**src/rtl/alu_share_arbiter.sv**
```systemverilog
// Shares one combinational ALU between two requesters using round-robin arbitration.
// Latency: an op accepted at edge T has its response valid from T+1 (one-entry response register).
// Backpressure: requesters are stalled while the response is held and unconsumed; a same-cycle drain re-accepts.
module alu_share_arbiter #(
  parameter int DATA_W   = 32,
  parameter int CTRL_W   = 4,
  parameter int MAX_CTRL = 10
) (
  input  logic              clk_i,
  input  logic              rst_i,
  // requester 0
  input  logic              req0_valid_i,
  output logic              req0_ready_o,
  input  logic [DATA_W-1:0] req0_src1_i,
  input  logic [DATA_W-1:0] req0_src2_i,
  input  logic [CTRL_W-1:0] req0_ctrl_i,
  // requester 1
  input  logic              req1_valid_i,
  output logic              req1_ready_o,
  input  logic [DATA_W-1:0] req1_src1_i,
  input  logic [DATA_W-1:0] req1_src2_i,
  input  logic [CTRL_W-1:0] req1_ctrl_i,
  // ALU side
  output logic [DATA_W-1:0] alu_src1_o,
  output logic [DATA_W-1:0] alu_src2_o,
  output logic [CTRL_W-1:0] alu_ctrl_o,
  input  logic [DATA_W-1:0] alu_result_i,
  input  logic              alu_zero_i,
  // response
  output logic              rsp_valid_o,
  input  logic              rsp_ready_i,
  output logic [DATA_W-1:0] rsp_result_o,
  output logic              rsp_zero_o,
  output logic              rsp_id_o,
  output logic              rsp_err_o
);

  localparam logic [CTRL_W-1:0] MAX_CTRL_C = CTRL_W'(MAX_CTRL);

  typedef enum logic {
    EMPTY = 1'b0,
    FULL  = 1'b1
  } state_t;

  state_t state;
  logic   rr_ptr;
  logic   can_accept;
  logic   grant_id;
  logic   grant_vld;
  logic   sel;

  // Response slot is free when empty or when its current occupant leaves this cycle.
  // Readies are gated by reset so a requester never sees a handshake that reset discards.
  always_comb begin
    can_accept   = (state == EMPTY) || rsp_ready_i;
    grant_id     = (req0_valid_i && req1_valid_i) ? rr_ptr : req1_valid_i;
    grant_vld    = rst_i && can_accept && (req0_valid_i || req1_valid_i);
    req0_ready_o = grant_vld && !grant_id;
    req1_ready_o = grant_vld && grant_id;
  end

  // Steer the granted requester onto the ALU; with no grant, park on the pointer's requester.
  always_comb begin
    sel        = grant_vld ? grant_id : rr_ptr;
    alu_src1_o = sel ? req1_src1_i : req0_src1_i;
    alu_src2_o = sel ? req1_src2_i : req0_src2_i;
    alu_ctrl_o = sel ? req1_ctrl_i : req0_ctrl_i;
  end

  assign rsp_valid_o = (state == FULL);

  // Response register, occupancy FSM and round-robin pointer; data only changes on a transfer.
  always_ff @(posedge clk_i) begin
    if (!rst_i) begin
      state        <= EMPTY;
      rr_ptr       <= 1'b0;
      rsp_result_o <= '0;
      rsp_zero_o   <= 1'b0;
      rsp_id_o     <= 1'b0;
      rsp_err_o    <= 1'b0;
    end else begin
      case (state)
        EMPTY: begin
          if (grant_vld) state <= FULL;
        end
        FULL: begin
          if (rsp_ready_i && !grant_vld) state <= EMPTY;
        end
        default: state <= EMPTY;
      endcase
      if (grant_vld) begin
        rsp_result_o <= alu_result_i;
        rsp_zero_o   <= alu_zero_i;
        rsp_id_o     <= grant_id;
        rsp_err_o    <= (alu_ctrl_o > MAX_CTRL_C);
        rr_ptr       <= ~grant_id;
      end
    end
  end

endmodule
```
**config.mk**
```make
export PLATFORM = sky130hd
export DESIGN_NAME = alu_share_arbiter
export DESIGN_NICKNAME = d
export VERILOG_FILES = /design/src/rtl/alu_share_arbiter.sv
export SDC_FILE = /design/constraint.sdc
export NUM_CORES = 1
export LEC_CHECK = 0
export CORE_AREA = 2 2 107 109
export CTS_CLUSTER_SIZE = 14
export DETAILED_ROUTE_END_ITERATION = 8
export DIE_AREA = 0 0 109 111
export PLACE_DENSITY = 0.65
export SYNTH_ARGS = -nofsm -noshare
export SYNTH_HDL_FRONTEND = slang
export SYNTH_SLANG_ARGS = --single-unit
```
**constraint.sdc**
```tcl
create_clock -name clk_i -period 5 [get_ports clk_i]
set_clock_uncertainty 0.05 [all_clocks]
set_input_delay 1 -clock clk_i [delete_from_list [all_inputs] [get_ports clk_i]]
set_output_delay 1 -clock clk_i [all_outputs]
set_load 0.1 [all_outputs]
```
Yosys cells after proc, flatten, opt, wreduce, memory -nomap -nowiden
Index checks and enable logic that the tools add are counted.
{"block": "totals", "in_bits": 174, "register_bits": 37, "wordCells": 27, "out_inout_bits": 106}
{"block": "op_classes", "bitwise_logic": 2, "magnitude_cmp": 1, "n_mux": 8, "reduce_logical": 10}
{"operator": "32-bit 2-to-1 mux", "count": 2}
{"operator": "1-bit logical AND", "count": 6}
{"operator": "4-bit > comparator, second input constant", "count": 1}
{"operator": "1-bit 2-to-1 mux", "count": 4}
{"operator": "4-bit 2-to-1 mux", "count": 1}
{"operator": "1-bit logical NOT", "count": 2}
{"operator": "1-bit logical OR", "count": 2}
{"operator": "1-bit NOT", "count": 2}
{"operator": "1-bit one-hot mux with 2 select lines", "count": 1}

Depth between registers and ports, before layout
Gate-level depths: netlist of run 1.
{"block": "logic_depth", "word_depth": 8, "mapped_depth": 7, "depth_no_buf": 4}

Worst setup path before layout of run 1
OpenSTA, ideal clock, no wires.
{"block": "synth_timing", "kind": "input-to-output", "start": "in rsp_ready_i", "end": "out req0_ready_o", "path_buffers": 1, "cell_stages": 4, "required_time_ns": 3.950, "setup_slack_ns": 1.143, "t_arrival_ns": 2.807, "path_cell_list": "nand2b_4 > buf_6 > nand3_1 > a21oi_1"}
{"block": "synth_via", "elab_chain_len": 4}
{"item": "start, declared", "line_no": "31", "text": "input logic rsp_ready_i,"}
{"item": "1-bit logical OR", "line_no": "55", "text": "can_accept = (state == EMPTY) || rsp_ready_i;"}
{"item": "1-bit logical AND (2 in a row)", "line_no": "57", "text": "grant_vld = rst_i && can_accept && (req0_valid_i || req1_valid_i);"}
{"item": "1-bit logical AND", "line_no": "58", "text": "req0_ready_o = grant_vld && !grant_id;"}
{"item": "end, declared", "line_no": "13", "text": "output logic req0_ready_o,"}
Every way passes these cells.

Worst setup path after layout of run 1
{"block": "layout_timing", "start": "in rsp_ready_i", "end": "out alu_src1_o[26]"}
{"block": "layout_via", "elab_chain_len": 5}
{"item": "1-bit logical OR", "line_no": "55"}
{"item": "1-bit logical AND (2 in a row)", "line_no": "57"}
{"item": "1-bit 2-to-1 mux", "line_no": "64", "text": "sel = grant_vld ? grant_id : rr_ptr;"}
{"item": "32-bit 2-to-1 mux", "line_no": "65", "text": "alu_src1_o = sel ? req1_src1_i : req0_src1_i;"}
{"item": "end, declared", "line_no": "24", "text": "output logic [DATA_W-1:0] alu_src1_o,"}
Every way passes these cells.

==> results by group, run 1 <==
Yosys
  • Share of the synthesized area in the top cell type: 33.1%
  • Post-synth cell types: 22
  • Syn Inst Count: 251
  • Average cell area after synthesis: 8.92 um2
  • Synthesis-stage register bit count: 37
  • Syn Std Cell Area: approximately 2200 um2
  • Register area share after synthesis: 33.1%
  • Yosys warning count: 0
  • Net count after synthesis: ~430
  • Cell taking the most area after synthesis: dfxtp_1
  • Area contributors post-synth: dfxtp_1, mux2_2, nand2_1

Clock tree
  • Worst skew pair latency: 0.27 ns
  • Root Driver: clkbuf_16
  • H-tree depth: 2
  • CTS tree: done
  • Hold_buf cts: 0
  • CTS Buf Count: 5
  • Clk sinks: 37
  • Max Root-Sink Buffers: 2
  • Post-CTS resize count: 0
  • Post-CTS Setup Repair Bufs: 0
  • CTS clk-pin slew, worst paths: about 0.050 ns

Place
  • I/O Buffers: 279
  • Routability cong.: 0.744
  • Placed insts: 657
  • DP HPWL: 9980 um

Critical path
  • CP arrival: 2.84 ns
  • WP buf/inv: 3
  • Worst setup EP type: primary output
  • Crit path launch: rsp_ready_i
  • Top cell by count, worst path: buf_12
  • Worst R2R Setup Slack: around 3.2 ns
  • Reg2Reg Depth: 4
  • CP startpoint kind: input port
  • Worst path cell trace: clkdlybuf4s50_1 -> nand2b_4 -> a31oi_1 -> o2bb2ai_4 -> buf_12 -> mux2_2 -> buf_12
  • Critical path depth: 7
  • Worst path max stage delay: 0.48 ns
  • Critical path class: in2out
  • Max FO, Critical Path: a little under 50
  • R2r startpoint: rsp_valid_o$_SDFF_PN0_
  • Worst EP required: 3.95 ns
  • Critical path's top delay family: buffers and inverters
  • R2R Path End: rsp_err_o$_SDFFE_PN0P_
  • Critical Path End: alu_src1_o[26]
  • Crit path max-delay cell type: clkdlybuf4s50_1

Pwr
  • Cell Pwr Density: between 300 and 400 nW/um2
  • Worst-case vdd ir drop: 0.179 mV
  • P_leak: 2.51 nW

Floorplan
  • Core footprint: 11100 um2
  • Vert. Die Dim: 111 um
  • DIE AREA: 12100 um2
  • Initial cell density of the core: approximately a fifth
  • I/O pins: between 200 and 300
  • # rows: 39
  • Die Span X: 109 um

Detailed routing
  • Met3 wire len: 1240 um
  • Vias: 2879
  • Post-route DRC violation count: 0
  • WL/cell: 17.8 um
  • DR vias/cell: 4.32
  • Total Wirelength: 11800 um
  • Antenna Nets Post-Route: 0
  • DRT Pass-1 Iters: 6
  • Metal2 WL: 6430 um
  • Highest routed layer: met4
  • DRT iter0 DRCs: around 130
  • M1 WL: 4090 um

STA
  • Final setup viols: 0
  • Slew Limit Fails: 0
  • RSZ-0062 raised after global routing: false
  • Setup_tns: 0 ns
  • Slew margin rel.: between 10% and 20%
  • FMAX: 257 MHz
  • Minimum clock period: 3.89 ns
  • Worst Max-Slew Pin Slew: 1.31 ns
  • Hold Vio Cnt, Final: 0
  • Period utilization: 77.8%

Global routing
  • Gr ovfl total: 0
  • Initial antenna violation count: 3
  • Largest net degree at the start of global routing: 50
  • First-pass GRT wire length: between 15000 and 20000 um
  • GRT Resource Usage Total: 18.8%
  • Number of global-route vias before repair: around 3000

Layout
  • Layout area overhead: 168%
  • Share of cells above drive strength 1: roughly 29%
  • Final cell count without fillers: 666
  • Filler cell count: 953
  • # nets final: 695

Job
  • Max-cap viol count: 0

Run status
  • Outcome: completed

Worst hold path
  • Hold Path Class: reg2reg
==> worst min path at each step <==
stage / cells past startpoint / endpoint / start / slack, ns
finish: 2 / rsp_result_o[17]$_SDFFE_PN0P_ / rsp_result_o[17]$_SDFFE_PN0P_ / 0.40
floorplan: 2 / rr_ptr$_SDFFE_PN0P_ / rr_ptr$_SDFFE_PN0P_ / 0.47
detailed placement: 2 / rsp_result_o[6]$_SDFFE_PN0P_ / rsp_result_o[6]$_SDFFE_PN0P_ / 0.40
global placement: 2 / rsp_result_o[4]$_SDFFE_PN0P_ / rsp_result_o[4]$_SDFFE_PN0P_ / 0.39
CTS: 2 / rsp_result_o[5]$_SDFFE_PN0P_ / rsp_result_o[5]$_SDFFE_PN0P_ / 0.41
global route: 2 / rsp_result_o[24]$_SDFFE_PN0P_ / rsp_result_o[24]$_SDFFE_PN0P_ / 0.42
==> area by class of cell <==
cell class | count | area [um2] | area share, %
well taps | 143 | 179 | 2.98
repair buffers | 283 | 3540 | 58.9
clock buffers | 6 | 129 | 2.15
diodes | 2 | 5.00 | 0.0834
inverters | 3 | 11.3 | 0.188
flip-flops and latches | 37 | 741 | 12.3
multi-input cells | 191 | 1400 | 23.2
clock inverters | 1 | 8.76 | 0.146
==> metrics by stage <==
| stage | hold slack, ns | cell area [um2] | worst slack (ns) | utilization [%] | total power [mW] |
|---|---|---|---|---|---|
| after floorplan | 0.472 | 2240 | 1.14 | - | 1.17 |
| final | 0.403 | 6000 | 1.11 | 54.2 | 1.97 |
| after global routing | 0.417 | 6000 | 1.03 | 54.2 | 2.04 |
| after global placement | 0.390 | 5860 | 1.12 | 52.9 | 1.68 |
| after CTS | 0.407 | 6000 | 1.11 | 54.2 | 1.99 |
| after detailed placement | 0.399 | 5860 | 1.11 | 52.9 | 1.68 |
==> power by group <==
group / leakage [nW] / internal [mW] / total (mW) / switching [mW]
registers: 0.307 / 0.322 / 0.336 / 0.0147
clock network: 0.0669 / 0.183 / 0.299 / 0.116
logic: 2.14 / 0.497 / 1.34 / 0.840
==> kinds of logic (layout without fill, tap and decap cells) <==
group	after synthesis	after routing	synth area share, %
buf+inv	23	293	5.20
flops	37	37	33.1
other cells	0	2	0
compound gates	14	14	4.97
mux	68	68	35.7
simple gates	109	109	21.1
==> cells in the mapped netlist <==
cell type and number:
nand2_1 69, mux2_2 59, dfxtp_1 37, nand3_1 36, clkbuf_1 10, mux2_4 9
buf_2 6, a21oi_1 3, buf_6 3, inv_1 3, nor2b_1 3, a21o_1 2
o211ai_1 2, a2111o_1 1, a22oi_1 1, a31oi_1 1, buf_1 1, nand2b_4 1
o211a_1 1, o2bb2ai_2 1, o31a_1 1, o31ai_1 1
==> worst register-to-register path, delay by kind of cell (launching register included) <==
family	cells	cell delay, ns
AO/OA/AOI/OAI	2	1.08
flip-flops	1	0.34
AND/OR/NAND/NOR	2	0.31
==> layout by cell type, fill, tap and decap left out, drive strengths merged <==
cell           synthesis  final
mux2                  68     68
a21oi                  3      3
nand2b                 1      1
a31oi                  1      1
clkbuf                10      6
o2bb2ai                1      1
buf                   10     74
o211a                  1      1
a2111o                 1      1
a22oi                  1      1
inv                    3      3
diode                  0      2
dfxtp                 37     37
nor2b                  3      3
nand2                 69     69
o31ai                  1      1
a21o                   2      2
clkinv                 0      1
o31a                   1      1
clkdlybuf4s50          0    209
o211ai                 2      2
nand3                 36     36
==> routing by layer <==
layer,global-route usage (%),vias to the layer above
met4,4.02,0
met3,7.82,4
met5,0,-
met2,34.6,135
li1,-,1408
met1,19.5,1332
==> registers in the layout, summed over array words and instances (netlist names) <==
signal,cells
rsp_err_o,1
rsp_zero_o,1
rr_ptr,1
rsp_id_o,1
rsp_result_o,32
rsp_valid_o,1
(Power assumes the default switching activity.)
==> run 2, diff against run 1 <==
CORE_AREA = 2 2 108 110   (was 2 2 107 109)
DIE_AREA = 0 0 110 112   (was 0 0 109 111)
PLACE_DENSITY = 0.64   (was 0.65)
clock period = 3.7 ns   (was 5 ns; I/O delays follow)
==> results by group, run 2 (same netlist as run 1, synthesis figures left out) <==
Floorplan
  • Initial cell density of the core: 20.0% (-0.18 points)
  • # rows: 39 (unchanged)
  • Vert. Die Dim: 112 um (+0.90%)
  • Die Span X: 110 um (+0.92%)
  • I/O pins: 280 (unchanged)
  • DIE AREA: 12300 um2 (+1.8%)
  • Core footprint: 11200 um2 (+0.88%)

Critical path
  • Max FO, Critical Path: 40 (-18%)
  • R2r startpoint: rsp_valid_o$_SDFF_PN0_
  • CP startpoint kind: input port
  • Worst path max stage delay: 0.54 ns (+0.06 ns)
  • Reg2Reg Depth: 5 (+1)
  • Critical path's top delay family: buffers and inverters
  • Worst R2R Setup Slack: 2.03 ns (-1.12 ns)
  • WP buf/inv: 4 (+1)
  • Crit path max-delay cell type: clkdlybuf4s50_1
  • Top cell by count, worst path: buf_12
  • Critical path class: in2out
  • Worst setup EP type: primary output
  • R2R Path End: rsp_err_o$_SDFFE_PN0P_
  • Worst EP required: 2.91 ns (-1.04 ns)
  • CP arrival: 2.58 ns (-0.26 ns)
  • Worst path cell trace: clkdlybuf4s50_1 -> inv_1 -> a31oi_1 -> o2bb2ai_4 -> buf_12 -> mux2_2 -> buf_12

STA
  • Setup_tns: 0 ns (unchanged)
  • Slew Limit Fails: 0 (unchanged)
  • Minimum clock period: 3.37 ns
  • Hold Vio Cnt, Final: 0 (unchanged)
  • Worst Max-Slew Pin Slew: 0.998 ns (-0.309 ns)
  • RSZ-0062 raised after global routing: false
  • Slew margin rel.: 33.3% (+21 points)
  • Final setup viols: 0 (unchanged)
  • FMAX: ~300 MHz
  • Period utilization: 91.1%

Pwr
  • Worst-case vdd ir drop: 0.326 mV (+83%)
  • Pint: 1.37 mW (+37%)
  • Cell Pwr Density: 445 nW/um2 (+36%)
  • Sw Pwr: 1.31 mW (+35%)
  • Gate power share: 67.7% (about the same)
  • Flop pwr share: 16.9% (-0.2 points)
  • P_leak: 2.53 nW (+0.55%)
  • Clock share of power: 15.4% (+0.3 points)
  • Sw Share: 48.8% (-0.45 points)

Global routing
  • Largest net degree at the start of global routing: 41 (-18%)
  • Number of global-route vias before repair: 2957 (+1.4%)
  • GRT Resource Usage Total: 18.0% (-0.80 points)
  • Gr ovfl total: 0 (unchanged)
  • First-pass GRT wire length: 16900 um (-0.81%)
  • Initial antenna violation count: 1 (-2)

Layout
  • Final cell count without fillers: 665 (-0.15%)
  • # nets final: 696 (+0.14%)
  • Share of cells above drive strength 1: 29.1% (+0.33 points)
  • Cell area after layout: 6020 um2 (+0.29%)
  • Largest Register: rsp_result_o
  • Largest register FFs: 32 (unchanged)
  • Layout area overhead: 169%
  • # diodes: 0 (-2)
  • Leading cell type in the layout, fill and taps excluded: clkdlybuf4s50_1
  • Commonest non-fill, non-tap cells in the layout: clkdlybuf4s50_1, buf_12, nand2_1, mux2_2, dfxtp_1

Place
  • Placed insts: 658 (+0.15%)
  • Placed Area: 5880 um2 (+0.30%)
  • Routability cong.: 0.749 (+0.67%)
  • I/O Buffers: 279 (unchanged)
  • DP HPWL: 9820 um (-1.7%)

Clock tree
  • CTS Buf Count: 5 (unchanged)
  • Hold_buf cts: 0 (unchanged)
  • Max Root-Sink Buffers: 2 (unchanged)
  • CTS clk-pin slew, worst paths: 0.05 ns (about the same)
  • Post-CTS Setup Repair Bufs: 0 (unchanged)
  • H-tree depth: 2 (unchanged)
  • Clk sinks: 37 (unchanged)
  • Root Driver: clkbuf_16
  • CTS tree: done
  • Post-CTS resize count: 0 (unchanged)
  • Worst skew pair latency: 0.27 ns (about the same)

Run status
  • Outcome: completed

Detailed routing
  • Antenna Nets Post-Route: 0 (unchanged)
  • DRT Pass-1 Iters: 4 (-2)
  • Total Wirelength: 11600 um (-2.3%)
  • DRT iter0 DRCs: 120 (-9.8%)
  • Vias: 2897 (+0.63%)
  • Post-route DRC violation count: 0 (unchanged)
  • WL/cell: 17.4 um (-2.2%)
  • DR vias/cell: 4.36 (+0.78%)

Job
  • Max-cap viol count: 0 (unchanged)

Worst hold path
  • Hold path start: rsp_zero_o$_SDFFE_PN0P_
  • Hold Path Class: reg2reg
  • Worst Hold Depth: 2 (unchanged)
  • Hold EP: rsp_zero_o$_SDFFE_PN0P_
-- run 2: worst max path at each step --
stage                      startpoint             to  slack [ns]  cells past startpoint
6_report                 req0_valid_i  alu_src2_o[6]        0.33                      7
5_1_grt                   rsp_ready_i  alu_src2_o[6]        0.24                      7
4_1_cts                  req0_valid_i  alu_src2_o[6]        0.33                      7
3_5_place_dp             req0_valid_i  alu_src2_o[6]        0.33                      7
3_3_place_gp              rsp_ready_i  alu_src2_o[8]        0.37                      7
2_1_floorplan  rsp_valid_o$_SDFF_PN0_   req0_ready_o        0.35                      4
-- run 2: power by group through the flow --
stage	Sequential, mW	Combinational [mW]	Clock, mW
after global routing	0.458	1.87	0.442
after floorplan	0.708	0.869	0
after global placement	0.460	1.82	0
after CTS	0.454	1.83	0.425
after detailed placement	0.462	1.82	0
final	0.454	1.82	0.412
-- run 2: per-layer routing --
metal	vias to the layer above	track usage, %	wire length [um]
met5	-	0	16
met4	2	4.30	200
met3	15	6.15	1190
met2	148	31.9	5840
met1	1326	20.4	4300
li1	1406	-	-
-- run 2: worst min-delay path, delay by kind of cell, from the launching register on --
family	cells	cell delay (ns)
simple gates	2	0.10
flops	1	0.30
-- run 2: through the flow --
step / worst slack [ns] / util, % / power [mW] / hold slack [ns]
after global placement: 0.373 / 52.6 / 2.28 / 0.390
after detailed placement: 0.330 / 52.6 / 2.29 / 0.395
after floorplan: 0.352 / - / 1.58 / 0.472
after CTS: 0.327 / 53.9 / 2.71 / 0.404
final: 0.331 / 53.9 / 2.68 / 0.403
after global routing: 0.239 / 53.9 / 2.77 / 0.416
-- run 2: final cells by class --
cell class                      instances  area, um2
Fill cell                             979       5150
Timing Repair Buffer                  284       3550
Multi-Input combinational cell        191       1400
Sequential cell                        37        741
Tap cell                              143        179
Clock buffer                            7        143
Inverter                                3       11.3
